--- config.mk ---
export PLATFORM = sky130hd
export DESIGN_NAME = latch_write_arbiter
export DESIGN_NICKNAME = d
export VERILOG_FILES = /design/src/rtl/latch_write_arbiter.sv
export SDC_FILE = /design/constraint.sdc
export NUM_CORES = 1
export LEC_CHECK = 0
export CORE_MARGIN = 1.5
export CORE_UTILIZATION = 45
export CTS_CLUSTER_DIAMETER = 40
export DETAILED_ROUTE_END_ITERATION = 6
export HOLD_SLACK_MARGIN = 0.08
export PLACE_DENSITY = 0.89
export SETUP_SLACK_MARGIN = 0.05
export SLEW_MARGIN = 20
export SYNTH_ARGS = -nofsm -noshare
export SYNTH_HDL_FRONTEND = slang
export SYNTH_SLANG_ARGS = --single-unit
--- constraint.sdc ---
create_clock -name clk -period 2.3 [get_ports clk]
set_input_delay 0.345 -clock clk [delete_from_list [all_inputs] [get_ports clk]]
set_output_delay 0.345 -clock clk [all_outputs]
set_load 0.03 [all_outputs]
--- src/rtl/latch_write_arbiter.sv ---
// Round-robin arbiter that owns a shared D-latch bank and sequences SETUP -> ENABLE -> HOLD.
// Optional LATCH_ARB_CHECK_EN adds a lat_q readback compare that reports through wr_err.
module latch_write_arbiter #(
    parameter int unsigned NREQ      = 4,
    parameter int unsigned DW        = 8,
    parameter int unsigned EN_CYCLES = 2
) (
    input  logic               clk,
    input  logic               rst_n,
    input  logic [NREQ-1:0]    req,
    input  logic [NREQ*DW-1:0] wdata,
    output logic [NREQ-1:0]    gnt,
    output logic [NREQ-1:0]    ack,
    output logic               busy,
    output logic [DW-1:0]      lat_d,
    output logic               lat_e
`ifdef LATCH_ARB_CHECK_EN
    ,
    input  logic [DW-1:0]      lat_q,
    output logic [NREQ-1:0]    wr_err
`endif
);

    localparam int unsigned PW = (NREQ > 1) ? $clog2(NREQ) : 1;
    localparam int unsigned CW = $clog2(EN_CYCLES + 1);

    typedef enum logic [1:0] {
        S_IDLE   = 2'd0,
        S_SETUP  = 2'd1,
        S_ENABLE = 2'd2,
        S_HOLD   = 2'd3
    } state_e;

    state_e          state_q;
    logic [PW-1:0]   ptr_q;
    logic [CW-1:0]   cnt_q;
    logic [NREQ-1:0] gnt_q;
    logic [NREQ-1:0] ack_q;
    logic            busy_q;
    logic [DW-1:0]   lat_d_q;
    logic            lat_e_q;

    logic            win_vld_c;
    logic [PW-1:0]   win_idx_c;
    logic [PW-1:0]   ptr_nxt_c;
    logic [DW-1:0]   win_data_c;
    logic            en_last_c;

    // (base + off) mod NREQ, valid for off < NREQ
    function automatic logic [PW-1:0] wrap_add(input logic [PW-1:0] base, input int unsigned off);
        int unsigned s;
        s = 32'(base) + off;
        if (s >= NREQ) s = s - NREQ;
        return PW'(s);
    endfunction

    // First requester found when searching upward from ptr_q
    always_comb begin
        win_vld_c = 1'b0;
        win_idx_c = '0;
        for (int unsigned o = 0; o < NREQ; o++) begin
            if (!win_vld_c && req[wrap_add(ptr_q, o)]) begin
                win_vld_c = 1'b1;
                win_idx_c = wrap_add(ptr_q, o);
            end
        end
        ptr_nxt_c  = wrap_add(win_idx_c, 1);
        win_data_c = wdata[32'(win_idx_c)*DW +: DW];
        en_last_c  = (state_q == S_ENABLE) && (cnt_q == CW'(EN_CYCLES));
    end

    always_ff @(posedge clk or negedge rst_n) begin
        if (!rst_n) begin
            state_q <= S_IDLE;
            ptr_q   <= '0;
            cnt_q   <= '0;
            gnt_q   <= '0;
            ack_q   <= '0;
            busy_q  <= 1'b0;
            lat_d_q <= '0;
            lat_e_q <= 1'b0;
        end else begin
            ack_q <= '0;
            case (state_q)
                S_IDLE: begin
                    if (win_vld_c) begin
                        state_q <= S_SETUP;
                        gnt_q   <= NREQ'(1) << win_idx_c;
                        lat_d_q <= win_data_c;
                        busy_q  <= 1'b1;
                        ptr_q   <= ptr_nxt_c;
                    end
                end
                S_SETUP: begin
                    state_q <= S_ENABLE;
                    lat_e_q <= 1'b1;
                    cnt_q   <= CW'(1);
                end
                S_ENABLE: begin
                    if (en_last_c) begin
                        state_q <= S_HOLD;
                        lat_e_q <= 1'b0;
                        ack_q   <= gnt_q;
                        cnt_q   <= '0;
                    end else begin
                        cnt_q <= cnt_q + CW'(1);
                    end
                end
                S_HOLD: begin
                    state_q <= S_IDLE;
                    gnt_q   <= '0;
                    busy_q  <= 1'b0;
                end
                default: state_q <= S_IDLE;
            endcase
        end
    end

`ifdef LATCH_ARB_CHECK_EN
    logic [NREQ-1:0] wr_err_q;

    // The bank is transparent in the last ENABLE cycle, so Q must match d at that edge;
    // sampling there lets the error pulse line up with ack in HOLD.
    always_ff @(posedge clk or negedge rst_n) begin
        if (!rst_n) begin
            wr_err_q <= '0;
        end else begin
            wr_err_q <= (en_last_c && (lat_q != lat_d_q)) ? gnt_q : '0;
        end
    end

    assign wr_err = wr_err_q;
`endif

    assign gnt   = gnt_q;
    assign ack   = ack_q;
    assign busy  = busy_q;
    assign lat_d = lat_d_q;
    assign lat_e = lat_e_q;

endmodule
# Word level (Yosys, flattened, before mapping)
# Cells that the tools add are included.
# totals
latchBits,0
input_bits,38
wordCells,83
ff_bits,24
ramBits,0
output_inout_bits,18
rom_bits,0
memories,0
# classes
order_cmp,9
n_mul,0
reduce_logical,14
eq_ne,6
n_addsub,10
n_mux,34
n_div,0
shift,2
bitwise_logic,0
# ops
operator,count
$shiftx 32x6->8,1
$mux 2,12
$ge 3x3->1 const B,4
$lt 2x3->1 const B,4
$mux 4,3
$mux 1,10
$sub 2x1->2 const B,5
$bmux 1 s2,4
$pmux 2 s4,1
$pmux 4 s2,1
$reduce_and 2->1,4
$add 2x1->3 const B,2
$add 2x2->3 const B,2
$eq 2x2->1 const B,3
$logic_and 1x1->1,4
$ne 2x2->1 const B,2
$pmux 1 s2,2
$pmux 2 s2,1
$reduce_bool 2->1,2
$shl 1x2->4 const A,1
$ge 2x3->1 const B,1
$logic_not 1->1,3
$add 2x1->2 const B,1
$eq 2x1->1 const B,1
$logic_not 2->1,1

# Logic depth before layout (Yosys ltp)
# logic_depth
ltp_word,17
depth_mapped,8

# Worst setup path after synthesis
# Ideal clock, no wire load.
# synth_timing
path_kind,reg-to-reg
start,register state_q[0]
end,register lat_d_q[2] (netlist: lat_d[2])
setup_time_ps,94
t_arrival_ps,1484
slack_ps,722
path_stages_with_launch,8
required_ps,2206
path_cell_list,dfrtp_1 > inv_1 > ha_1 > inv_1 > nor2_2 > clkbuf_1 > nor2_1 > a211oi_1
# synth_via
elab_chain_cells,2
# synth_rtl
element,line_no,text
from (decl),34,state_e state_q;
from (signal assigned),74,state_q <= S_IDLE;
from (signal assigned),87,state_q <= S_SETUP;
from (signal assigned),95,state_q <= S_ENABLE;
$logic_not 2->1,84,case (state_q)
$reduce_and 2->1 (no source line),-,
to (signal assigned),89,lat_d_q <= win_data_c;
to (decl),40,logic [DW-1:0] lat_d_q;
# Every way passes these cells.
# A chain may end at the register's enable or synchronous reset.

# Worst setup path after layout
# Ends and elaborated chain as after synthesis.

==> reports/metrics.cfg <==
[sta]
tightestPinTransition_ns=0.3694
setup_viol=0
hold_viol_final=0
fmax_mhz=507.8
finalCriticalPeriod_ns=1.969
rsz0062_at_grt=no
timing.slew.headroom=0.7519
timing.final.crit_share=0.8563
setup_ws_ns=0.3306
fin_worst_skew_ns=0.01154
holdWs_ns=0.3531
tns_ns=0
drv_slew=0

[logic_synthesis]
synth.most_common_cell=dfrtp_1
synth-compound-area-share=0.2043
synthFlopType=dfrtp_1
synth-edff-count=0
synthAdderAreaFrac=0.04310
synth_top_family_by_area=simple AND/OR/NAND/NOR gates
syn_inst=151
ys.warnings.count=0
yosys-top-cells-count=dfrtp_1, a211oi_1, nand2_1, nor2_1
synth-simple-area-share=0.2112
yosys.area.top_type=dfrtp_1
avgSynthCellArea_um2=9.612
synth_mux_area_frac=0.06207
synth_cell_types=38
synth.area.top_cells=dfrtp_1, a211oi_1, mux2i_1
synth_xor_area_frac=0.006034
synth-async-reset-ratio=1.000
syn-cell-area_um2=1451
ys_seq_area_frac=0.4138
netlist.area_leader.share=0.4138
syn-num-nets=194
ys_ff_latch=24

[placement]
postPlaceCellArea_um2=2054
place_hpwl_um=2939
pre_cts_ws_ns=0.1681
place_congestion=0.8212
port_buffers=55

[min_path]
min_path_type=in -> async

[die]
dieArea_um2=3575
core-area_um2=3053
fp.dieW_um=59.79
start_util=0.4754
io_pins=56
num_rows=20
die_h_um=59.79

[global_route]
grt_pass1_wl_um=5996
grt_max_degree=25
grt_pass1_vias=1374
grt_usage=0.2258
antenna_found_initial=0
grt_remaining_overflow=0

[cells_and_area]
regArea_um2=600.6
multi_input_area_um2=764.5
fill_cells=239
stdcell_area_um2=2107
drive_gt1_frac=0.08095
antenna_cells=0
final_nets=254
area_growth_pct=45.17

[drt]
via_count=1410
viasPerCell=5.551
route.antenna.remaining_nets=0
drt-initial-drc-count=49
routedWlPerCell_um=14.98
postRouteWirelength_um=3805
drc=0
dr.pass1.iters=4

[power]
p_leak_nw=0.9081
ir_worst_vdd_uv=686.7
power_mw=2.427
p_per_area_nw_per_um2=1152

[clock_network]
cts_max_path_buffers=2
ctsResizeCount=0
clkLatencyLatePin_ns=0.33
cts_num_sinks=24
cts_buffers=3
clockRootBuffer=clkbuf_4
htreeDepth=1
ctsHoldBuffers=0
postCtsSetupBuffers=0
cts_tree=yes
cts.clk_slew.worst_paths_ns=0.14

[critical_path]
cp_slowest_cell=dfrtp_1
crit_chain=inv_1 > ha_1 > inv_1 > nor2_2 > nand3_1 > a211oi_1 > a211oi_1
slowest_delay_ns=0.45
critical-path-top-delay-family=simple AND/OR/NAND/NOR gates
cp.arrival_ns=2.17
cp.required_ns=2.50
crit_fanout=7
end_kind=register
path_class=reg -> reg
critPathLaunchType=register
crit_buf_inv=2

[flow_run]
maxCapViolCount=0

[status]
outcome=finished clean

## power by group
part	leakage, nW	switching [mW]	internal [mW]
logic	0.592	0.782	0.613
clock network	0.0279	0.131	0.176
registers	0.289	0.144	0.582
total	0.908	1.06	1.37
## logic make-up (layout without fill, tap and decap cells)
| kind of cell | Yosys count | after routing |
|---|---|---|
| muxes | 9 | 9 |
| and+or+nand+nor | 59 | 59 |
| AOI/OAI and AO/OA | 41 | 41 |
| adders and majority gates | 5 | 5 |
| buffers and inverters | 12 | 71 |
| DFF | 24 | 24 |
| xor gates and xnor gates | 1 | 1 |
## layout make-up
cell class | instances | area share
repair buffers | 62 | 0.2922
flip-flops and latches | 24 | 0.2850
multi-input cells | 115 | 0.3628
clock buffers | 3 | 0.01069
well taps | 44 | 0.02613
inverters | 5 | 0.008907
clock inverters | 1 | 0.01425
## path summary, 6_finish.rpt
| kind | from | to | slack (ns) | cells past startpoint |
|---|---|---|---|---|
| max in group asynchronous | rst_n | gnt[0] | 1.71 | 2 |
| worst min register to register | busy | busy | 0.55 | 2 |
| worst max-delay path | state_q[0] | lat_d[2] | 0.33 | 7 |
| worst min-delay path | rst_n | gnt[3] | 0.35 | 2 |
| worst max register to register | state_q[0] | lat_d[2] | 0.33 | 7 |
| min in group clk | busy | busy | 0.55 | 2 |
## stage by stage
stage,utilization,std cells
after floorplan,-,151
after global placement,0.6730,250
after detailed placement,0.6730,250
after CTS,0.6902,254
after global routing,0.6902,254
final,0.6902,254
## per-layer routing
metal  global-route usage  share of wire  wire length [µm]
met1               0.2645           0.40              1505
met3              0.03030          0.061               232
met5                    0              0                 0
met4               0.1270          0.020                78
met2               0.3929           0.52              1988
## sequential cells by signal, summed over array words and instances (netlist names)
name	flops
ptr_q	2
state_q	2
gnt	4
cnt_q	2
lat_d	8
busy	1
ack	4
lat_e	1
## cell usage in the layout (no fill, tap or decap)
cell	n
clkdlybuf4s50_1	55
dfrtp_1	24
a211oi_1	16
nor2_1	15
nand2_1	15
mux2i_1	9
nor3_1	9
and3_1	6
buf_4	6
inv_1	5
a21oi_1	5
ha_1	5
o21ai_0	4
nand2b_1	3
o21ai_1	3
clkbuf_4	3
and2_1	2
o211ai_1	2
a22oi_1	2
a2bb2oi_1	2
nand3b_2	1
or2_1	1
a21o_1	1
nand3_2	1
or2b_1	1
nor2b_1	1
o21bai_1	1
nor4_4	1
nor2_2	1
o211a_1	1
o21ba_2	1
o21ai_4	1
o32a_1	1
nand3_1	1
xnor2_1	1
nand4_1	1
o21a_1	1
bufinv_16	1
buf_12	1
(Power assumes the default switching activity.)
